### config.mk
export PLATFORM = sky130hd
export DESIGN_NAME = musb_mem_arbiter
export DESIGN_NICKNAME = d
export VERILOG_FILES = /design/src/rtl/musb_mem_arbiter.sv
export SDC_FILE = /design/constraint.sdc
export NUM_CORES = 1
export LEC_CHECK = 0
export CORE_AREA = 5 5 158 160
export CTS_BUF_LIST = sky130_fd_sc_hd__clkbuf_16
export CTS_CLUSTER_SIZE = 20
export DETAILED_ROUTE_END_ITERATION = 7
export DIE_AREA = 0 0 163 165
export DONT_BUFFER_PORTS = 1
export RECOVER_POWER = 25
export SLEW_MARGIN = 20
export SYNTH_ARGS = -nofsm -noshare
export SYNTH_HDL_FRONTEND = slang
export SYNTH_SLANG_ARGS = --single-unit
### constraint.sdc
create_clock -name clk -period 2.25 [get_ports clk]
set_input_delay 0.225 -clock clk [delete_from_list [all_inputs] [get_ports clk]]
set_output_delay 0.225 -clock clk [all_outputs]
set_load 0.05 [all_outputs]
### src/rtl/musb_mem_arbiter.sv
// musb_mem_arbiter
//   Shares one on-chip memory slave port between three masters:
//   m0 = bootloader loader, m1 = core data port, m2 = core instruction port.
//   Fixed priority m0 > m1 > m2. m2 is promoted once after STARVE_LIMIT
//   consecutive lost arbitrations. A granted transaction that waits TIMEOUT
//   cycles for the slave is terminated with a one-cycle error to its owner.
//
// Ports
//   clk, rst                      bus clock, synchronous active-high reset
//   mX_address/data_i/wr/enable   master requests (X = 0..2)
//   mX_data_o/ready/error         master responses, routed to the owner only
//   s_address/data_o/wr/enable    slave request, muxed from the owner
//   s_data_i/ready/error          slave response
//   grant                         one-hot registered owner, 0 when idle
module musb_mem_arbiter #(
    parameter int unsigned TIMEOUT      = 255,
    parameter int unsigned STARVE_LIMIT = 4
) (
    input  logic        clk,
    input  logic        rst,
    input  logic [31:0] m0_address,
    input  logic [31:0] m0_data_i,
    input  logic [3:0]  m0_wr,
    input  logic        m0_enable,
    output logic [31:0] m0_data_o,
    output logic        m0_ready,
    output logic        m0_error,
    input  logic [31:0] m1_address,
    input  logic [31:0] m1_data_i,
    input  logic [3:0]  m1_wr,
    input  logic        m1_enable,
    output logic [31:0] m1_data_o,
    output logic        m1_ready,
    output logic        m1_error,
    input  logic [31:0] m2_address,
    input  logic [31:0] m2_data_i,
    input  logic [3:0]  m2_wr,
    input  logic        m2_enable,
    output logic [31:0] m2_data_o,
    output logic        m2_ready,
    output logic        m2_error,
    output logic [31:0] s_address,
    output logic [31:0] s_data_o,
    output logic [3:0]  s_wr,
    output logic        s_enable,
    input  logic [31:0] s_data_i,
    input  logic        s_ready,
    input  logic        s_error,
    output logic [2:0]  grant
);

    localparam logic [7:0] TMO_LIM = 8'(TIMEOUT);
    localparam logic [3:0] STV_LIM = 4'(STARVE_LIMIT);

    typedef enum logic {
        IDLE,
        BUSY
    } state_e;

    state_e      state_q, state_d;
    logic [2:0]  grant_q, grant_d;
    logic [7:0]  tmo_q, tmo_d;
    logic [3:0]  starve_q, starve_d;

    logic        own_en;
    logic [31:0] own_addr;
    logic [31:0] own_data;
    logic [3:0]  own_wr;
    logic        timed_out;
    logic        rsp_rdy;
    logic        rsp_err;

    always_ff @(posedge clk) begin
        if (rst) begin
            state_q  <= IDLE;
            grant_q  <= '0;
            tmo_q    <= '0;
            starve_q <= '0;
        end else begin
            state_q  <= state_d;
            grant_q  <= grant_d;
            tmo_q    <= tmo_d;
            starve_q <= starve_d;
        end
    end

    // Owner request mux; grant_q is zero in IDLE so everything falls to 0.
    always_comb begin
        own_en   = 1'b0;
        own_addr = '0;
        own_data = '0;
        own_wr   = '0;
        unique case (grant_q)
            3'b001: begin
                own_en = m0_enable; own_addr = m0_address; own_data = m0_data_i; own_wr = m0_wr;
            end
            3'b010: begin
                own_en = m1_enable; own_addr = m1_address; own_data = m1_data_i; own_wr = m1_wr;
            end
            3'b100: begin
                own_en = m2_enable; own_addr = m2_address; own_data = m2_data_i; own_wr = m2_wr;
            end
            default: ;
        endcase
    end

    always_comb begin
        timed_out = (state_q == BUSY) && (tmo_q == TMO_LIM);
        // Error dominates ready; a timed-out cycle never reports ready.
        rsp_err   = s_error | timed_out;
        rsp_rdy   = s_ready & ~rsp_err;

        s_address = own_addr;
        s_data_o  = own_data;
        s_wr      = own_wr;
        s_enable  = own_en & ~timed_out;

        m0_ready  = grant_q[0] & rsp_rdy;
        m1_ready  = grant_q[1] & rsp_rdy;
        m2_ready  = grant_q[2] & rsp_rdy;
        m0_error  = grant_q[0] & rsp_err;
        m1_error  = grant_q[1] & rsp_err;
        m2_error  = grant_q[2] & rsp_err;
        m0_data_o = grant_q[0] ? s_data_i : '0;
        m1_data_o = grant_q[1] ? s_data_i : '0;
        m2_data_o = grant_q[2] ? s_data_i : '0;
        grant     = grant_q;
    end

    always_comb begin
        state_d  = state_q;
        grant_d  = grant_q;
        tmo_d    = tmo_q;
        starve_d = starve_q;
        unique case (state_q)
            IDLE: begin
                if (m0_enable || m1_enable || m2_enable) begin
                    state_d = BUSY;
                    tmo_d   = '0;
                    if (m2_enable && (starve_q == STV_LIM)) grant_d = 3'b100;
                    else if (m0_enable)                     grant_d = 3'b001;
                    else if (m1_enable)                     grant_d = 3'b010;
                    else                                    grant_d = 3'b100;

                    if (grant_d == 3'b100)
                        starve_d = '0;
                    else if (m2_enable && (starve_q != STV_LIM))
                        starve_d = starve_q + 4'd1;
                end
            end
            BUSY: begin
                if (s_ready || s_error || timed_out || !own_en) begin
                    state_d = IDLE;
                    grant_d = '0;
                end else begin
                    tmo_d = tmo_q + 8'd1;
                end
            end
            default: begin
                state_d = IDLE;
                grant_d = '0;
            end
        endcase
    end

endmodule

**Word level (Yosys, flattened, before mapping)**

Cells that the tools add are included.

- Eq/ne operators: 10
- Shift-type cells: 0
- Bitwise gates (word level): 12
- Add/sub/neg operators: 2
- Divide/modulo/power cells: 0
- Mux-type cells: 23
- $lt $le $gt $ge: 0
- $mul: 0
- Reductions and logical operators: 13

Operator list:

| kind | count |
|---|---|
| $pmux W32 S3 | 2 |
| $mux W32 | 3 |
| $mux W3 | 7 |
| $mux W8 | 2 |
| $pmux W8 S2 | 1 |
| $pmux W4 S3 | 1 |
| $add A8 B1 Y8 const B | 1 |
| $and A1 B1 Y1 | 8 |
| $eq A8 B8 Y1 const B | 1 |
| $mux W4 | 2 |
| $eq A3 B3 Y1 const B | 2 |
| $pmux W3 S2 | 1 |
| $logic_or A1 B1 Y1 | 5 |
| $add A4 B1 Y4 const B | 1 |
| $eq A4 B3 Y1 const B | 1 |
| $ne A2 B2 Y1 const B | 2 |
| $ne A4 B3 Y1 const B | 1 |
| $reduce_and A2 Y1 | 2 |
| $eq A3 B1 Y1 const B | 1 |
| $eq A3 B2 Y1 const B | 1 |
| $logic_and A1 B1 Y1 | 3 |
| $not A1 Y1 | 3 |
| $pmux W1 S3 | 1 |
| $reduce_and A3 Y1 | 1 |
| 6 further kinds | 7 |

- ROM bits: 0
- Memories kept: 0
- Logic and storage cells: 64
- Memory bits (writable): 0
- Register bits after elaboration: 16
- Latch bits: 0
- Input bits: 243
- Output and inout bits: 174

**Longest topological paths before layout**

- Depth in word-level cells: 8
- Gate-level depth with buffers: 7
- Gate-level depth less buffers: 6

**Worst setup path before layout**

No wires, ideal clock.

- Path type: flip-flop to output port
- From: register grant_q[1], in the netlist grant[1]
- To: output port s_address[14]
- Arrival time: 2.778 ns
- Setup slack: -0.753 ns
- Data required time: 2.025 ns
- Cell stages (with the launch flop): 8
- Buffers on the path: 3
- Path through: dfxtp_1 > buf_2 > inv_1 > nor2_1 > buf_2 > buf_2 > a22oi_1 > o21ai_0

- Cells in the longest elaborated chain, start to end: 2
- Elaborated cells between the ends (all ways): 4
- Those cells by class: eq/ne (3); mux (1)

RTL lines:

| element | RTL line | source |
|---|---|---|
| from (decl) | 61 | `logic [2:0] grant_q, grant_d;` |
| from (signal assigned) | 81 | `grant_q <= grant_d;` |
| $eq A3 B3 Y1 (tied with other cells) | 93 | `unique case (grant_q)` |
| $pmux W32 S3 * | 93 |  |
| to (decl) | 42 | `output logic [31:0] s_address,` |

Mark *: on every way between the ends. The rest lies on a longest branch, timed or not.

**Worst setup path in the final report**

- From: register grant_q[1], in the netlist grant[1]
- To: output port s_data_o[28]

- Cells in the longest elaborated chain, start to end: 2
- Elaborated cells between the ends (all ways): 4
- Those cells by class: eq/ne (3); mux (1)

RTL lines:

| element | RTL line | source |
|---|---|---|
| $eq A3 B3 Y1 (tied with other cells) | 93 |  |
| $pmux W32 S3 * | 93 |  |
| to (decl) | 43 | `output logic [31:0] s_data_o,` |

Marked as above.

==> impl_metrics.tcl <==
set metrics [dict create \
    status "finished, final reports clean" \
    crit_path_end_kind "output port" \
    synth_nets 716 \
    switching_share_pct 48.9 \
    ctsHoldBuffers 0 \
    dpl.hpwl_um 15400 \
    grt_pass1_vias 4009 \
    synth_edf_count 0 \
    drive_gt1_share_pct 32.3 \
    vias 3993 \
    cts_max_path_buffers 2 \
    die_w_um 163 \
    die_h_um 165 \
    total_leakage_power_nw 1.78 \
    fin_cells 858 \
    cp.arrival_ns 1.87 \
    tns_ns 0 \
    ys_seq_elements 16 \
    tightestPinTransition_ns 0.857 \
    numPortBuffers 0 \
    fin_skew_ns 0.00100 \
    grtUsageTotal_pct 11.5 \
    insertion_delay_ns 0.25 \
    min_path_cells 1 \
    netlist_area_um2 2890 \
    clkTransAtPathRegs_ns 0.05 \
    drt-pass1-iter-count 5 \
    grt_setup_unrepaired "no" \
    dieArea_um2 26900 \
    postSynth.asyncResetShare_pct 0 \
    clockRootBuffer "clkbuf_16" \
    reg2reg_depth 5 \
    cp_num_cells 6 \
    max-cap-violations 0 \
    synth_cell_types 42 \
    hold_class "in2reg" \
    report.final.hold_viol_count 0 \
    area_growth_pct 74.7 \
    sequentialPowerShare_pct 15.9 \
    crit_top_cell "buf_12" \
    clock.fmax_ghz 0.476 \
    combPwrFrac_pct 66.1 \
    grt_pass1_wl_um 23900 \
    multi_input_area_um2 2620 \
    power.switching_uw 951 \
    yosys-top-cells-area "and2_1 21%, a22oi_1 18%, o21ai_0 13%, dfxtp_1 11%, nand2_1 10%" \
    synth_ff_type "dfxtp_1" \
    cp-start-kind "flip-flop" \
    slew_viol_final 0 \
    layout.area.seq_um2 327 \
    cts_tree "yes" \
    gp_congestion 0.770 \
    critical-path-max-stage-delay_ns 0.39 \
    critPathTopFamily "buffers and inverters" \
    routed_via_density 4.65 \
    cts_max_level 1 \
    syn_avg_cell_area_um2 6.15 \
    final_nets 785 \
    path_class "reg2out" \
    crit_fanout 53 \
    placedCellCount 853 \
    synth_top_area_cell "and2_1" \
    crit_required_ns 2.03 \
    cts.sinks 16 \
    numCtsBuffers 3 \
    gr-total-overflow 0 \
    r2r_slack_ns 0.49 \
    core_um2 23300 \
    max_slew_margin_pct 42.8 \
    yosysWarnings 0 \
    ir_worst_vdd_uv 244 \
    start_util_pct 12.4 \
    clkPwrFrac_pct 18.0 \
    crit_slowest_cell "dfxtp_2" \
    grt_max_degree 69 \
    antenna_left 0 \
    ios 417 \
    power-per-cell-area_nw_per_um2 385 \
    syn_inst 470 \
    rows 56 \
    p_int_uw 993 \
    min_period_over_period_pct 93.3 \
    post_cts_buffers 0 \
    antenna_found_initial 1 \
    period_minus_slack_ns 2.10 \
    synth_top_area_share_pct 21.4 \
    drt_wl_total_um 17900 \
    cp_cell_sequence "buf_4 -> nor2_4 -> buf_12 -> a22oi_1 -> o21ai_2 -> buf_12" \
    wl_per_cell_um 20.8 \
    crit_buf_inv 3 \
    setup_viol 0 \
    num-fill-cells 2548 \
    drtIter0Drc 269 \
    drc_errors 0 \
    yosysSeqAreaShare_pct 11.1 \
]
## routing by layer
| layer | routed length, um | vias to the layer above | part of all wire, % | GRT usage, % |
|---|---|---|---|---|
| li1 | - | 1824 | - | - |
| met1 | 7360 | 1876 | 41 | 14.9 |
| met2 | 8590 | 277 | 48 | 19.8 |
| met3 | 1610 | 14 | 9.0 | 2.77 |
| met4 | 301 | 2 | 1.7 | 2.02 |
| met5 | 13 | - | 0.073 | 0 |
## cells by family after synthesis
| kind of cell | Yosys count | synth area share (%) |
|---|---|---|
| simple gates | 230 | 42.4 |
| compound gates | 167 | 37.3 |
| buf+inv | 52 | 7.18 |
| flops | 16 | 11.1 |
| fa+ha+maj | 3 | 1.30 |
| mux | 2 | 0.692 |
## cells in the final DEF, fill, tap and decap left out, types with 6 or more instances in the layout
cell,instances
buf_12,65
o21ai_0,7
and2_0,23
nand2_1,79
inv_1,6
clkbuf_1,11
a22oi_1,67
nor2_1,14
and2_1,76
nor3_1,6
buf_4,34
o21ai_2,60
dfxtp_1,13
o21ai_1,7
## power groups by stage
stage	Clock, mW	Sequential [mW]	Combinational [mW]
CTS	0.358	0.308	1.30
floorplan	0	0.317	0.798
global placement	0	0.313	1.29
finish	0.351	0.308	1.29
detailed placement	0	0.314	1.30
global route	0.373	0.310	1.34
## state kept, by name, indices dropped and copies added (netlist names)
signal    flops
starve_q      4
state_q       1
tmo_q         8
grant         3
## through the flow
| stage | utilization (%) | setup WS (ns) | area [um^2] | power [mW] | hold WS, ns |
|---|---|---|---|---|---|
| 2_1_floorplan | - | 0.0306 | 3130 | 1.11 | 0.334 |
| 3_3_place_gp | 21.5 | 0.204 | 5000 | 1.60 | 0.298 |
| 3_5_place_dp | 21.5 | 0.210 | 5000 | 1.61 | 0.300 |
| 4_1_cts | 21.9 | 0.116 | 5090 | 1.97 | 0.0386 |
| 5_1_grt | 21.7 | 0.0146 | 5050 | 2.02 | 0.0370 |
| 6_report | 21.7 | 0.150 | 5050 | 1.94 | 0.0422 |
## worst paths after layout
path / startpoint / endpoint
setup / recovery: grant[1]$_SDFFE_PP0P_ / s_data_o[28]
hold reg to reg: tmo_q[0]$_SDFFE_PP0P_ / tmo_q[0]$_SDFFE_PP0P_
setup reg to reg: tmo_q[0]$_SDFFE_PP0P_ / tmo_q[6]$_SDFFE_PP0P_
hold / removal: rst / starve_q[3]$_SDFFE_PP0P_
## worst register-to-register path, cell delays in order (launching register included)
cell     delay [ns]
dfxtp_1        0.37
ha_1           0.21
nand4_1        0.17
o21ai_0        0.55
nor3_1         0.11
a211o_1        0.24
## timing repair
action                     4_1_cts  5_1_grt
hold endpoints to repair         0        0
setup endpoints to repair        1        3
resized for setup                1        3
## cell type report
class / instances / share of cell area (%)
clock inverters: 1 / 0.0743
diodes: 1 / 0.0495
clock buffers: 3 / 1.49
flip-flops and latches: 16 / 6.47
inverters: 6 / 0.446
well taps: 319 / 7.90
repair buffers: 110 / 31.6
multi-input cells: 402 / 51.9
## synthesized netlist by cell type, types with 2 or more instances
cell / count
and2_1: 99
nand2_1: 79
o21ai_0: 75
a22oi_1: 68
clkbuf_1: 36
dfxtp_1: 16
nor2_1: 16
buf_2: 10
inv_1: 6
nor3_1: 6
and3_1: 4
nand3_1: 4
o211ai_1: 4
a21oi_1: 3
a31oi_1: 3
ha_1: 3
nand4_1: 3
a211o_1: 2
mux2i_1: 2
nand2b_1: 2
nand3b_1: 2
nor2b_1: 2
nor4_1: 2
o21a_1: 2
o311a_1: 2
or3_1: 2
or4_1: 2
Note: power is estimated with default switching activity, not from simulation.
==> patch (same settings) <==
Make the reset (`rst`) asynchronous in one clocked block. Comments in the files are not updated.
--- a/src/rtl/musb_mem_arbiter.sv
+++ b/src/rtl/musb_mem_arbiter.sv
@@ -71,5 +71,5 @@
     logic        rsp_err;
 
-    always_ff @(posedge clk) begin
+    always_ff @(posedge clk or posedge rst) begin
         if (rst) begin
             state_q  <= IDLE;
Function: differs if rst is asserted again (counterexample within 4 cycles, from zero or initial values and one cycle with rst high); with rst held inactive, the same outputs for 4 cycles.
==> patch against the unedited design <==
  * Register-to-register slack got worse by 0.08 ns
  * Setup slack got worse by 0.066 ns
  * Final area rose by 7.1%
  * Area after synthesis barely moved
  * First-iteration DRC count fell by 36%
  * Sequential cell count did not move
  * Routed wire length fell by 8.9%
Power is not compared: it rests on default switching activity, and its combinational part moved more than twofold at a synthesized area within 25%.
==> patch: results (changes against the unedited design) <==
run_status: "finished clean"
async_reset_ff_share_pct: 100  # +100 points
wire_length_of_the_first_global_routing_pass_mm: 21.5  # -10%
grt_util_all_layers_pct: 10.1  # -1.4 points
final_wl_mm: 16.3  # -8.9%
hold_depth: 1  # unchanged
drt_first_iter_violations: 173  # -36%
grt_pass1_vias: 3540  # -12%
layout-drive-gt1-share_pct: 35.4  # +3.0 points
worstPathMaxFanout: 68  # +28%
yosys-top-cells-area: "and2_1, a22oi_1, dfrtp_1"
clockBufferDepth: 2  # unchanged
worstRegToRegCells: 4  # -1
post_syn_nets: 692  # -3.4%
num_antenna_cells: 0  # -1
synth.lib_cells_used.distinct: 43  # +2.4%
placed_wire_length_estimate_mm: 13.7  # -11%
clk_pin_slew_ns: 0.05  # about the same
place_congestion: 0.783  # +1.8%
fin_worst_skew_ns: 0.00579  # +0.00478 ns
detailroute.via_count: 3717  # -6.9%
grt_antenna_before_repair: 2  # +1
synth_commonest_cells: "and2_1, nand2_1, o21ai_1, a22oi_1, clkbuf_1"
placedInstanceArea_sq_mm: 0.00535  # +6.9%
synth.yosys.seq_area_share_pct: 13.9  # +2.8 points
cts-htree-levels: 1  # unchanged
grt_max_degree: 69  # unchanged
leakage_uw: 0.00191
dominantRegCellSynth: "dfrtp_1"
clkLatencyLatePin_ns: 0.25  # about the same
cts_root_buf: "clkbuf_16"
max_slew.worst_pin.slew_ns: 0.751  # -0.106 ns
placement.io_buffers: 0  # unchanged
arrival_ns: 1.94  # +0.07 ns
layout.nets: 753  # -4.1%
==> patch: through the flow <==
stage / total power, uW / cells / TNS, ns / worst slack, ns
floorplan: 3450 / 446 / -0.523 / -0.134
detailed placement: 5270 / 820 / 0 / 0.363
global route: 5760 / 825 / 0 / 0.00569
global placement: 5240 / 820 / 0 / 0.412
CTS: 5630 / 825 / 0 / 0.0973
finish: 5560 / 825 / 0 / 0.0838
==> patch: cells by family after synthesis <==
family / synth area share (%)
xor+xnor: 0.606
fa+ha+maj: 1.30
flops: 13.9
mux: 1.73
simple gates: 38.8
buf+inv: 7.41
compound gates: 36.2
==> patch: path summary, 6_finish.rpt <==
| check | startpoint | to | slack (ns) |
|---|---|---|---|
| max in group asynchronous | rst | grant[1] | 1.28 |
| worst max-delay path | grant[2] | s_data_o[4] | 0.08 |
| worst max register to register | grant[2] | tmo_q[4] | 0.41 |
| min in group asynchronous | rst | starve_q[1] | 0.50 |
| worst min-delay path | m0_enable | grant[0] | 0.11 |
| worst min register to register | tmo_q[0] | tmo_q[0] | 0.51 |
==> patch: final cells by class <==
type / instances / area [sq um]
fill: 2504 / 17900
multi-input combinational: 379 / 2830
timing repair buffer: 100 / 1680
sequential: 16 / 407
tap: 319 / 399
clock buffer: 3 / 75.1
inverter: 7 / 26.3
clock inverter: 1 / 3.75
==> patch: per-layer routing <==
| metal | share of wire [%] | global-route usage, % |
|---|---|---|
| met1 | 40 | 13.1 |
| met2 | 51 | 17.8 |
| met3 | 8.4 | 2.25 |
| met4 | 0.65 | 1.11 |
| met5 | 0.16 | 0 |
==> patch: critical path, stage by stage (launching register included) <==
cell and delay, ns:
dfrtp_2 0.54, nor2b_4 0.22, buf_12 0.25, a22oi_1 0.22
o21ai_2 0.21, buf_12 0.16
==> patch: power breakdown <==
part | switching [uW] | leakage, uW | total [uW] | internal (uW)
Sequential | 79.2 | 0.000210 | 414 | 335
Clock | 114 | 0.0000423 | 350 | 236
Combinational | 3020 | 0.00166 | 4790 | 1770
==> patch: what timing repair did <==
action / CTS / global route
hold endpoints to repair: 16 / 0
endpoints found under the setup margin: 0 / 1
gates resized for setup: 0 / 1
hold buffers: 1 / 0
buffers inserted: 0 / 0
